File: src/rtl/fifo_sync_param.sv
// Single-clock parameterised FIFO with registered read data, level flags
// and sticky overflow/underflow error flags.
module fifo_sync_param #(
   parameter int unsigned DATA_W    = 8,
   parameter int unsigned ADDR_W    = 6,
   parameter int unsigned AF_THRESH = 56,
   parameter int unsigned AE_THRESH = 8
) (
   input  logic              clk,
   input  logic              rst,
   input  logic [DATA_W-1:0] buf_in,
   input  logic              wr_en,
   input  logic              rd_en,
   output logic [DATA_W-1:0] buf_out,
   output logic              buf_empty,
   output logic              buf_full,
   output logic              almost_full,
   output logic              almost_empty,
   output logic [ADDR_W:0]   fifo_counter,
   output logic              overflow,
   output logic              underflow
);

   localparam int unsigned    Depth   = 2 ** ADDR_W;
   localparam logic [ADDR_W:0] CntFull = (ADDR_W + 1)'(Depth);
   localparam logic [ADDR_W:0] CntAf   = (ADDR_W + 1)'(AF_THRESH);
   localparam logic [ADDR_W:0] CntAe   = (ADDR_W + 1)'(AE_THRESH);

   logic [DATA_W-1:0] r_mem [Depth];
   logic [ADDR_W-1:0] r_wr_ptr;
   logic [ADDR_W-1:0] r_rd_ptr;
   logic [ADDR_W:0]   r_count;
   logic [DATA_W-1:0] r_buf_out;
   logic              r_overflow;
   logic              r_underflow;

   logic              w_wr_acc;
   logic              w_rd_acc;

   // Flags decode the count directly so they track it in the same cycle.
   assign buf_empty    = (r_count == '0);
   assign buf_full     = (r_count == CntFull);
   assign almost_full  = (r_count >= CntAf);
   assign almost_empty = (r_count <= CntAe);

   assign w_wr_acc = wr_en & ~buf_full;
   assign w_rd_acc = rd_en & ~buf_empty;

   always_ff @(posedge clk) begin
      if (rst) begin
         r_wr_ptr    <= '0;
         r_rd_ptr    <= '0;
         r_count     <= '0;
         r_buf_out   <= '0;
         r_overflow  <= 1'b0;
         r_underflow <= 1'b0;
      end else begin
         if (w_wr_acc) begin
            r_wr_ptr <= r_wr_ptr + ADDR_W'(1);
         end
         if (w_rd_acc) begin
            r_rd_ptr  <= r_rd_ptr + ADDR_W'(1);
            r_buf_out <= r_mem[r_rd_ptr];
         end
         if (w_wr_acc && !w_rd_acc) begin
            r_count <= r_count + (ADDR_W + 1)'(1);
         end else if (w_rd_acc && !w_wr_acc) begin
            r_count <= r_count - (ADDR_W + 1)'(1);
         end
         if (wr_en && buf_full) begin
            r_overflow <= 1'b1;
         end
         if (rd_en && buf_empty) begin
            r_underflow <= 1'b1;
         end
      end
   end

   // Storage is never cleared; reset only discards contents via the pointers.
   always_ff @(posedge clk) begin
      if (!rst && w_wr_acc) begin
         r_mem[r_wr_ptr] <= buf_in;
      end
   end

   assign buf_out      = r_buf_out;
   assign fifo_counter = r_count;
   assign overflow     = r_overflow;
   assign underflow    = r_underflow;

endmodule

File: config.mk
export PLATFORM = sky130hd
export DESIGN_NAME = fifo_sync_param
export DESIGN_NICKNAME = d
export VERILOG_FILES = /design/src/rtl/fifo_sync_param.sv
export SDC_FILE = /design/constraint.sdc
export NUM_CORES = 1
export LEC_CHECK = 0
export CAP_MARGIN = 20
export CORE_UTILIZATION = 40
export CTS_BUF_LIST = sky130_fd_sc_hd__clkbuf_16
export CTS_CLUSTER_SIZE = 28
export DETAILED_ROUTE_END_ITERATION = 10
export REMOVE_ABC_BUFFERS = 1
export SYNTH_ARGS = -nofsm -noshare
export SYNTH_HDL_FRONTEND = slang
export SYNTH_SLANG_ARGS = --single-unit
File: constraint.sdc
create_clock -name clk -period 4.1 [get_ports clk]
set_input_delay 0.615 -clock clk [delete_from_list [all_inputs] [get_ports clk]]
set_output_delay 0.615 -clock clk [all_outputs]
set_load 0.02 [all_outputs]
==> out/metrics.json, run 1 <==
{
  "synthToLayoutAreaGrowth_pct": 14.8,
  "core_sq_um": 52900,
  "synth_edf_count": 512,
  "floorplan.io_pins": 33,
  "global_route.usage.total_pct": 18.5,
  "total_power_mw": 13.8,
  "timing.slew.headroom_pct": 29.5,
  "finalWorstPathRequiredPeriod_ns": 3.41,
  "yosys.cell_types.count": 54,
  "post_drt_wl_per_cell_microns": 24.7,
  "dp.final_hpwl_microns": 29900,
  "seq_total_area_yosys_pct": 74.2,
  "postSynthCellCount": 1142,
  "clock-sinks": 541,
  "run_status": "finished with violations",
  "cts_made_buffers": 54,
  "ctsLongestPathBuffers": 3,
  "dominantRegCellSynth": "sky130_fd_sc_hd__edfxtp_1",
  "worstPathBufferInverterCount": 2,
  "peakVddDrop_mv": 0.404,
  "power.combinational.fraction_pct": 19.0,
  "die_area_sq_um": 54700,
  "synthTopCellsByCount": "sky130_fd_sc_hd__edfxtp_1 (512), sky130_fd_sc_hd__nor2_1 (86), sky130_fd_sc_hd__mux2i_1 (79)",
  "yosysTopAreaCellShare_pct": 71.5,
  "stage_delay_of_the_slowest_cell_on_the_critical_path_ns": 0.44,
  "root_buffer": "sky130_fd_sc_hd__clkbuf_16",
  "path_class": "flop to flop",
  "floorplan.die.width_microns": 234,
  "finalHoldViolCount": 0,
  "grt_max_degree": 65,
  "ys_ff_latch": 541,
  "ant_nets": 0,
  "first_global_vias": 11204,
  "final_layout_size_suffix_gt1_share_pct": 21.7,
  "numPlacedInstances": 1880,
  "place_worst_setup_slack_ns": 0.527,
  "total_of_hold_buffers_inserted_after_clock_tree_synthesis": 0,
  "drt-total-wl_microns": 49000,
  "timing.critical_path.to_type": "flop",
  "worstPathCellList": "nor4_4 > nand2_1 > and2_1 > inv_1 > ha_1 > inv_1 > ha_1 > a21o_1 > a21o_1 > a21o_1 > a21oi_1 > nor4_1 > or3_1",
  "p_switching_mw": 3.63,
  "remaining_global_route_overflow": 0,
  "timing.hold.worst.class": "input port to flop",
  "grt_antenna_before_repair": 0,
  "crit_path_top_delay_cell": "sky130_fd_sc_hd__nor4_4",
  "swShare_pct": 26.2,
  "ctsHtreeMaxLevel": 2,
  "tightestPinTransition_ns": 1.06,
  "num-nets-final": 1269,
  "cts.repair.resized": 0,
  "initial_core_util_pct": 40.7,
  "setup_viol_count_final": 0,
  "rows": 84,
  "setup_ws_ns": 0.689,
  "synth_warnings": 0,
  "clkSlewWorstSetupHoldPaths_ns": 0.06,
  "power_report.internal_total_mw": 10.2,
  "synthesis.area_sq_um": 21500,
  "clk_latency_ns": 0.60,
  "cts_post_setup_buffers_inserted": 0,
  "tritoncts": "done",
  "cp_top_family": "simple AND/OR/NAND/NOR gates",
  "synthArstFlopShare_pct": 0,
  "vias_per_cell": 5.59,
  "finalMaxSlewViolations": 0,
  "detail_route.drc_violations": 2,
  "timing.critical_path.mode_cell": "sky130_fd_sc_hd__a21o_1",
  "post_layout_nonfiller_instances": 1982,
  "crit_fanout": 8,
  "power_density_nw_per_um2": 561,
  "most_frequently_used_cell_type_in_the_post_synthesis_netlist": "sky130_fd_sc_hd__edfxtp_1",
  "clock_power_share_pct": 35.2,
  "detailedRoute.firstIterationViolations": 1120,
  "num_vias": 11076,
  "totalNegativeSetupSlack_ns": 0,
  "first_pass_iters": 10,
  "min_period_over_period_pct": 83.2,
  "rsz0062_at_grt": "no",
  "yosys.area.top_type": "sky130_fd_sc_hd__edfxtp_1",
  "filler_cell_count": 4410,
  "gp_routability_congestion": 0.797,
  "post_synth.cell_area_avg_sq_um": 18.8,
  "fin_worst_hold_slack_ns": 0.399,
  "clock_skew_ns": 0.0133,
  "seq_power_share_pct": 45.8,
  "top_post_synthesis_cells_by_area": "sky130_fd_sc_hd__edfxtp_1 (72%), sky130_fd_sc_hd__mux4_2 (8.0%), sky130_fd_sc_hd__mux2i_1 (3.7%)",
  "first_pass_grt_wire_length_microns": 73400,
  "achievable_freq_mhz": 293,
  "crit_arrival_ns": 3.89,
  "port_buffers": 32,
  "violations": "design-rule violations",
  "required_ns": 4.58,
  "kind_of_start_point_of_the_critical_path": "flop",
  "fp.dieH_microns": 234,
  "cell_leakage_power_nw": 7.83,
  "maxCapViolations": 0
}
==> layout make-up <==
type	count	area [sq um]	share of cell area [%]
sequential	541	16000	64.7
multi-input combinational	531	5110	20.7
clock buffer	55	1380	5.58
timing repair buffer	115	953	3.87
tap	688	861	3.49
clock inverter	46	374	1.52
inverter	5	18.8	0.0761
antenna	1	2.50	0.0101
==> cell usage in the layout (no fill, tap or decap), drive strengths merged, types with 23 or more instances in the layout <==
master           n
clkdlybuf4s50   24
o21ai           23
nand2           35
edfxtp         512
buf             91
a21oi           36
mux2i           79
clkbuf          55
mux4            90
nor2            86
dfxtp           29
==> metrics by stage <==
step,area [sq um],utilization (%)
detailed placement,22900,43.3
finish,24700,46.7
global placement,22900,43.3
global route,24700,46.7
CTS,24700,46.7
floorplan,21100,-
==> registers in the layout (all words and copies together) (netlist names) <==
signal        cells
buf_out           8
fifo_counter      7
overflow          1
r_mem           512
r_rd_ptr          6
r_wr_ptr          6
underflow         1
==> layer usage <==
metal | global-route usage [%] | routed length [microns]
met1 | 26.7 | 21900
met2 | 28.8 | 22800
met3 | 3.17 | 3200
met4 | 5.54 | 1060
met5 | 0 | 0
==> final timing paths <==
kind	start	endpoint	slack [ns]	depth (start not counted)
worst max-delay path	fifo_counter[0]$_SDFFE_PP0P_	fifo_counter[5]$_SDFFE_PP0P_	0.69	13
worst min-delay path	buf_in[6]	r_mem[20][6]$_DFFE_PP_	0.40	1
worst max register to register	fifo_counter[0]$_SDFFE_PP0P_	fifo_counter[5]$_SDFFE_PP0P_	0.69	13
worst min register to register	overflow$_SDFFE_PP0P_	overflow$_SDFFE_PP0P_	0.48	2
==> cell families (layout without fill, tap and decap cells) <==
group / after synthesis / after routing / share of synthesized area (%)
fa+ha+maj: 9 / 9 / 0.559
flops: 541 / 541 / 74.2
xor+xnor: 14 / 14 / 0.570
mux: 191 / 191 / 14.5
simple gates: 173 / 173 / 3.72
buf+inv: 70 / 221 / 1.98
compound gates: 144 / 144 / 4.43
other cells: 0 / 1 / 0
==> power groups by stage <==
| stage | Clock, mW | Combinational, mW | Sequential [mW] |
|---|---|---|---|
| floorplan | 0 | 1.64 | 6.69 |
| global placement | 0 | 2.63 | 6.45 |
| detailed placement | 0 | 2.65 | 6.45 |
| CTS | 4.96 | 2.67 | 6.34 |
| global route | 5.15 | 2.83 | 6.35 |
| finish | 4.87 | 2.63 | 6.34 |
No activity file was read; power rests on OpenSTA's default activity.
==> run 2: changes to the inputs <==
- clock period: 4.1 -> 3.35 ns (I/O delays scaled with it)
==> run 2 against run 1 <==
Against the previous run: the run now ends clean; hold slack got worse by 0.085 ns; sequential share of layout area decreased by 0.76 points; register-to-register slack got worse by 0.46 ns; die area unchanged.
==> out/metrics.json, run 2 (same netlist as run 1, synthesis figures left out) <==
{
  "power_density": {"value": 684, "unit": "nW/um^2", "change": "+22%"},
  "required": {"value": 3.82, "unit": "ns", "change": "-0.76 ns"},
  "clkSlewWorstSetupHoldPaths": {"value": 0.06, "unit": "ns", "change": "about the same"},
  "seq_power_share": {"value": 45.4, "unit": "%", "change": "-0.4 points"},
  "first_pass_iters": {"value": 7, "change": "-3"},
  "kind_of_start_point_of_the_critical_path": "flop",
  "post_layout_nonfiller_instances": {"value": 2011, "change": "+1.5%"},
  "port_buffers": {"value": 32, "change": "unchanged"},
  "worstPathCellList": "nor4_4 > nand2_1 > and2_1 > inv_1 > ha_1 > inv_1 > ha_1 > a21o_1 > a21o_1 > a21o_1 > a21oi_1 > nor4_1 > or3_1",
  "synthToLayoutAreaGrowth_pct": 16.1,
  "first_pass_grt_wire_length": {"value": 73600, "unit": "microns", "change": "+0.32%"},
  "crit_fanout": {"value": 6, "change": "-2"},
  "largest_register_ffs": {"value": 512, "change": "unchanged"},
  "root_buffer": "sky130_fd_sc_hd__clkbuf_16",
  "num_vias": {"value": 11079, "change": "+0.027%"},
  "timing.critical_path.mode_cell": "sky130_fd_sc_hd__a21o_1",
  "timing.hold.worst.class": "input port to flop",
  "cts_post_setup_buffers_inserted": {"value": 0, "change": "unchanged"},
  "floorplan.die.width": {"value": 234, "unit": "microns", "change": "unchanged"},
  "numPlacedInstances": {"value": 1911, "change": "+1.6%"},
  "crit_arrival": {"value": 3.59, "unit": "ns", "change": "-0.30 ns"},
  "timing.slew.headroom": {"value": 35.5, "unit": "%", "change": "+6.0 points"},
  "vias_per_cell": {"value": 5.51, "change": "-1.4%"},
  "antennaDiodeCount": {"value": 0, "change": "-1"},
  "first_global_vias": {"value": 11208, "change": "+0.036%"},
  "swShare": {"value": 26.1, "unit": "%", "change": "-0.10 points"},
  "rsz0062_at_grt": "no",
  "timing.critical_path.to_type": "flop",
  "post_drt_wl_per_cell": {"value": 24.7, "unit": "microns", "change": "-0.24%"},
  "commonest_non_fill_non_tap_cell_in_the_layout": "sky130_fd_sc_hd__edfxtp_1",
  "finalHoldViolCount": {"value": 0, "change": "unchanged"},
  "clock-sinks": {"value": 541, "change": "unchanged"},
  "detailedRoute.firstIterationViolations": {"value": 961, "change": "-14%"},
  "grt_antenna_before_repair": {"value": 0, "change": "unchanged"},
  "peakVddDrop": {"value": 0.409, "unit": "mV", "change": "+1.2%"},
  "ant_nets": {"value": 0, "change": "unchanged"},
  "ctsHtreeMaxLevel": {"value": 2, "change": "unchanged"},
  "stage_delay_of_the_slowest_cell_on_the_critical_path": {"value": 0.42, "unit": "ns", "change": "-0.02 ns"},
  "grt_max_degree": {"value": 65, "change": "unchanged"},
  "crit_path_top_delay_cell": "sky130_fd_sc_hd__nor4_4",
  "global_route.usage.total": {"value": 18.6, "unit": "%", "change": "+0.10 points"},
  "cts.repair.resized": {"value": 0, "change": "unchanged"},
  "clock_skew": {"value": 0.0228, "unit": "ns", "change": "+0.00952 ns"},
  "finalWorstPathRequiredPeriod": {"value": 3.12, "unit": "ns", "change": "-0.294 ns"},
  "num-nets-final": {"value": 1301, "change": "+2.5%"},
  "dp.final_hpwl": {"value": 30800, "unit": "microns", "change": "+3.2%"},
  "clock_power_share": {"value": 34.8, "unit": "%", "change": "-0.4 points"},
  "core": {"value": 52900, "unit": "sq um", "change": "unchanged"},
  "remaining_global_route_overflow": {"value": 0, "change": "unchanged"},
  "tritoncts": "done",
  "p_switching": {"value": 4.46, "unit": "mW", "change": "+23%"},
  "filler_cell_count": {"value": 4391, "change": "-0.43%"},
  "cp_top_family": "simple AND/OR/NAND/NOR gates",
  "finalMaxSlewViolations": {"value": 0, "change": "unchanged"},
  "power_report.internal_total": {"value": 12.6, "unit": "mW", "change": "+24%"},
  "rows": {"value": 84, "change": "unchanged"},
  "run_status": "completed",
  "cts_made_buffers": {"value": 54, "change": "unchanged"},
  "achievable_freq": {"value": 321, "unit": "MHz", "change": "+9.4%"},
  "total_power": {"value": 17.1, "unit": "mW", "change": "+23%"},
  "drt-total-wl": {"value": 49600, "unit": "microns", "change": "+1.2%"},
  "largest_register": "r_mem",
  "gp_routability_congestion": {"value": 0.829, "change": "+4.0%"},
  "die_area": {"value": 54700, "unit": "sq um", "change": "unchanged"},
  "maxCapViolations": {"value": 0, "change": "unchanged"},
  "cell_leakage_power": {"value": 8.02, "unit": "nW", "change": "+2.4%"},
  "ctsLongestPathBuffers": {"value": 3, "change": "unchanged"},
  "min_period_over_period": {"value": 93.0, "unit": "%", "change": "+9.8 points"},
  "total_of_hold_buffers_inserted_after_clock_tree_synthesis": {"value": 0, "change": "unchanged"},
  "most_used_cells_in_the_layout_excluding_fill_and_tap_cells": "sky130_fd_sc_hd__edfxtp_1 (512), sky130_fd_sc_hd__buf_4 (107), sky130_fd_sc_hd__nor2_1 (86)",
  "clk_latency": {"value": 0.61, "unit": "ns", "change": "about the same"},
  "worstPathBufferInverterCount": {"value": 2, "change": "unchanged"},
  "final_layout_size_suffix_gt1_share": {"value": 23.4, "unit": "%", "change": "+1.8 points"},
  "initial_core_util": {"value": 40.7, "unit": "%", "change": "unchanged"},
  "detail_route.drc_violations": {"value": 0, "change": "-2"},
  "tightestPinTransition": {"value": 0.968, "unit": "ns", "change": "-0.0896 ns"},
  "power.combinational.fraction": {"value": 19.8, "unit": "%", "change": "+0.8 points"},
  "floorplan.io_pins": {"value": 33, "change": "unchanged"},
  "path_class": "flop to flop",
  "fp.dieH": {"value": 234, "unit": "microns", "change": "unchanged"},
  "setup_viol_count_final": {"value": 0, "change": "unchanged"}
}
## run 2: changes by cell type in the layout (fill, tap and decap cells not counted)
cell,before,now
sky130_fd_sc_hd__clkinv_1,10,8
sky130_fd_sc_hd__nor4bb_1,1,0
sky130_fd_sc_hd__buf_4,79,107
sky130_fd_sc_hd__inv_1,17,20
sky130_fd_sc_hd__diode_2,1,0
sky130_fd_sc_hd__clkbuf_16,55,54
sky130_fd_sc_hd__clkinv_2,11,9
sky130_fd_sc_hd__clkinvlp_4,4,2
sky130_fd_sc_hd__bufinv_16,6,7
sky130_fd_sc_hd__nor4bb_2,0,1
sky130_fd_sc_hd__clkinv_8,0,1
sky130_fd_sc_hd__buf_12,4,8
## run 2: power groups by stage
stage / clock [mW] / sequential (mW) / combinational, mW
finish: 5.95 / 7.76 / 3.38
global route: 6.31 / 7.77 / 3.64
CTS: 6.08 / 7.76 / 3.41
detailed placement: 0 / 7.90 / 3.39
global placement: 0 / 7.89 / 3.39
floorplan: 0 / 8.12 / 1.77
## run 2: path summary, 6_finish.rpt
| path | from | endpoint | slack [ns] | cells past startpoint |
|---|---|---|---|---|
| worst max-delay path | fifo_counter[1]$_SDFFE_PP0P_ | fifo_counter[5]$_SDFFE_PP0P_ | 0.23 | 13 |
| worst min-delay path | buf_in[6] | r_mem[5][6]$_DFFE_PP_ | 0.31 | 1 |
| worst max register to register | fifo_counter[1]$_SDFFE_PP0P_ | fifo_counter[5]$_SDFFE_PP0P_ | 0.23 | 13 |
| worst min register to register | underflow$_SDFFE_PP0P_ | underflow$_SDFFE_PP0P_ | 0.48 | 2 |
## run 2: final cells by class
class	count	area (sq um)	area share, %
clock buffers	54	1350	5.41
clock inverters	45	399	1.60
inverters	5	18.8	0.0752
multi-input cells	531	5120	20.5
flip-flops and latches	541	16000	64.0
well taps	688	861	3.45
repair buffers	147	1240	4.98
## run 2: metal layers
layer	global-route usage, %	vias up	wire length [microns]
met5	0	-	0
met4	5.26	0	969
met3	4.27	68	3400
met2	28.5	344	22900
met1	26.7	5764	22300
li1	-	4903	-
## run 2: through the flow
stage                     util, %  setup TNS, ns  area [sq um]  hold WS (ns)  setup slack [ns]
after global routing         47.2              0         25000         0.305            0.0374
after global placement       43.9              0         23200         0.460             0.201
final                        47.2              0         25000         0.313             0.234
after detailed placement     43.9              0         23200         0.467             0.159
after floorplan                 -         -54.46         21100         0.511             -4.35
after CTS                    47.2              0         24900         0.432             0.202
## run 2: worst reg2reg max path, cell delays in order, from the launching register on
cell and delay (ns):
sky130_fd_sc_hd__dfxtp_1 0.39, sky130_fd_sc_hd__nor4_4 0.42, sky130_fd_sc_hd__nand2_1 0.11, sky130_fd_sc_hd__and2_1 0.19, sky130_fd_sc_hd__inv_1 0.08, sky130_fd_sc_hd__ha_1 0.22
sky130_fd_sc_hd__inv_1 0.16, sky130_fd_sc_hd__ha_1 0.30, sky130_fd_sc_hd__a21o_1 0.17, sky130_fd_sc_hd__a21o_1 0.19, sky130_fd_sc_hd__a21o_1 0.18, sky130_fd_sc_hd__a21oi_1 0.17
sky130_fd_sc_hd__nor4_1 0.06, sky130_fd_sc_hd__or3_1 0.36
==> run 3: changes to the inputs <==
- ABC_CLOCK_PERIOD_IN_PS: unset -> 3350
==> results of run 3 <==
Same layout as run 2: the final DEF is identical, and so are final timing and power.
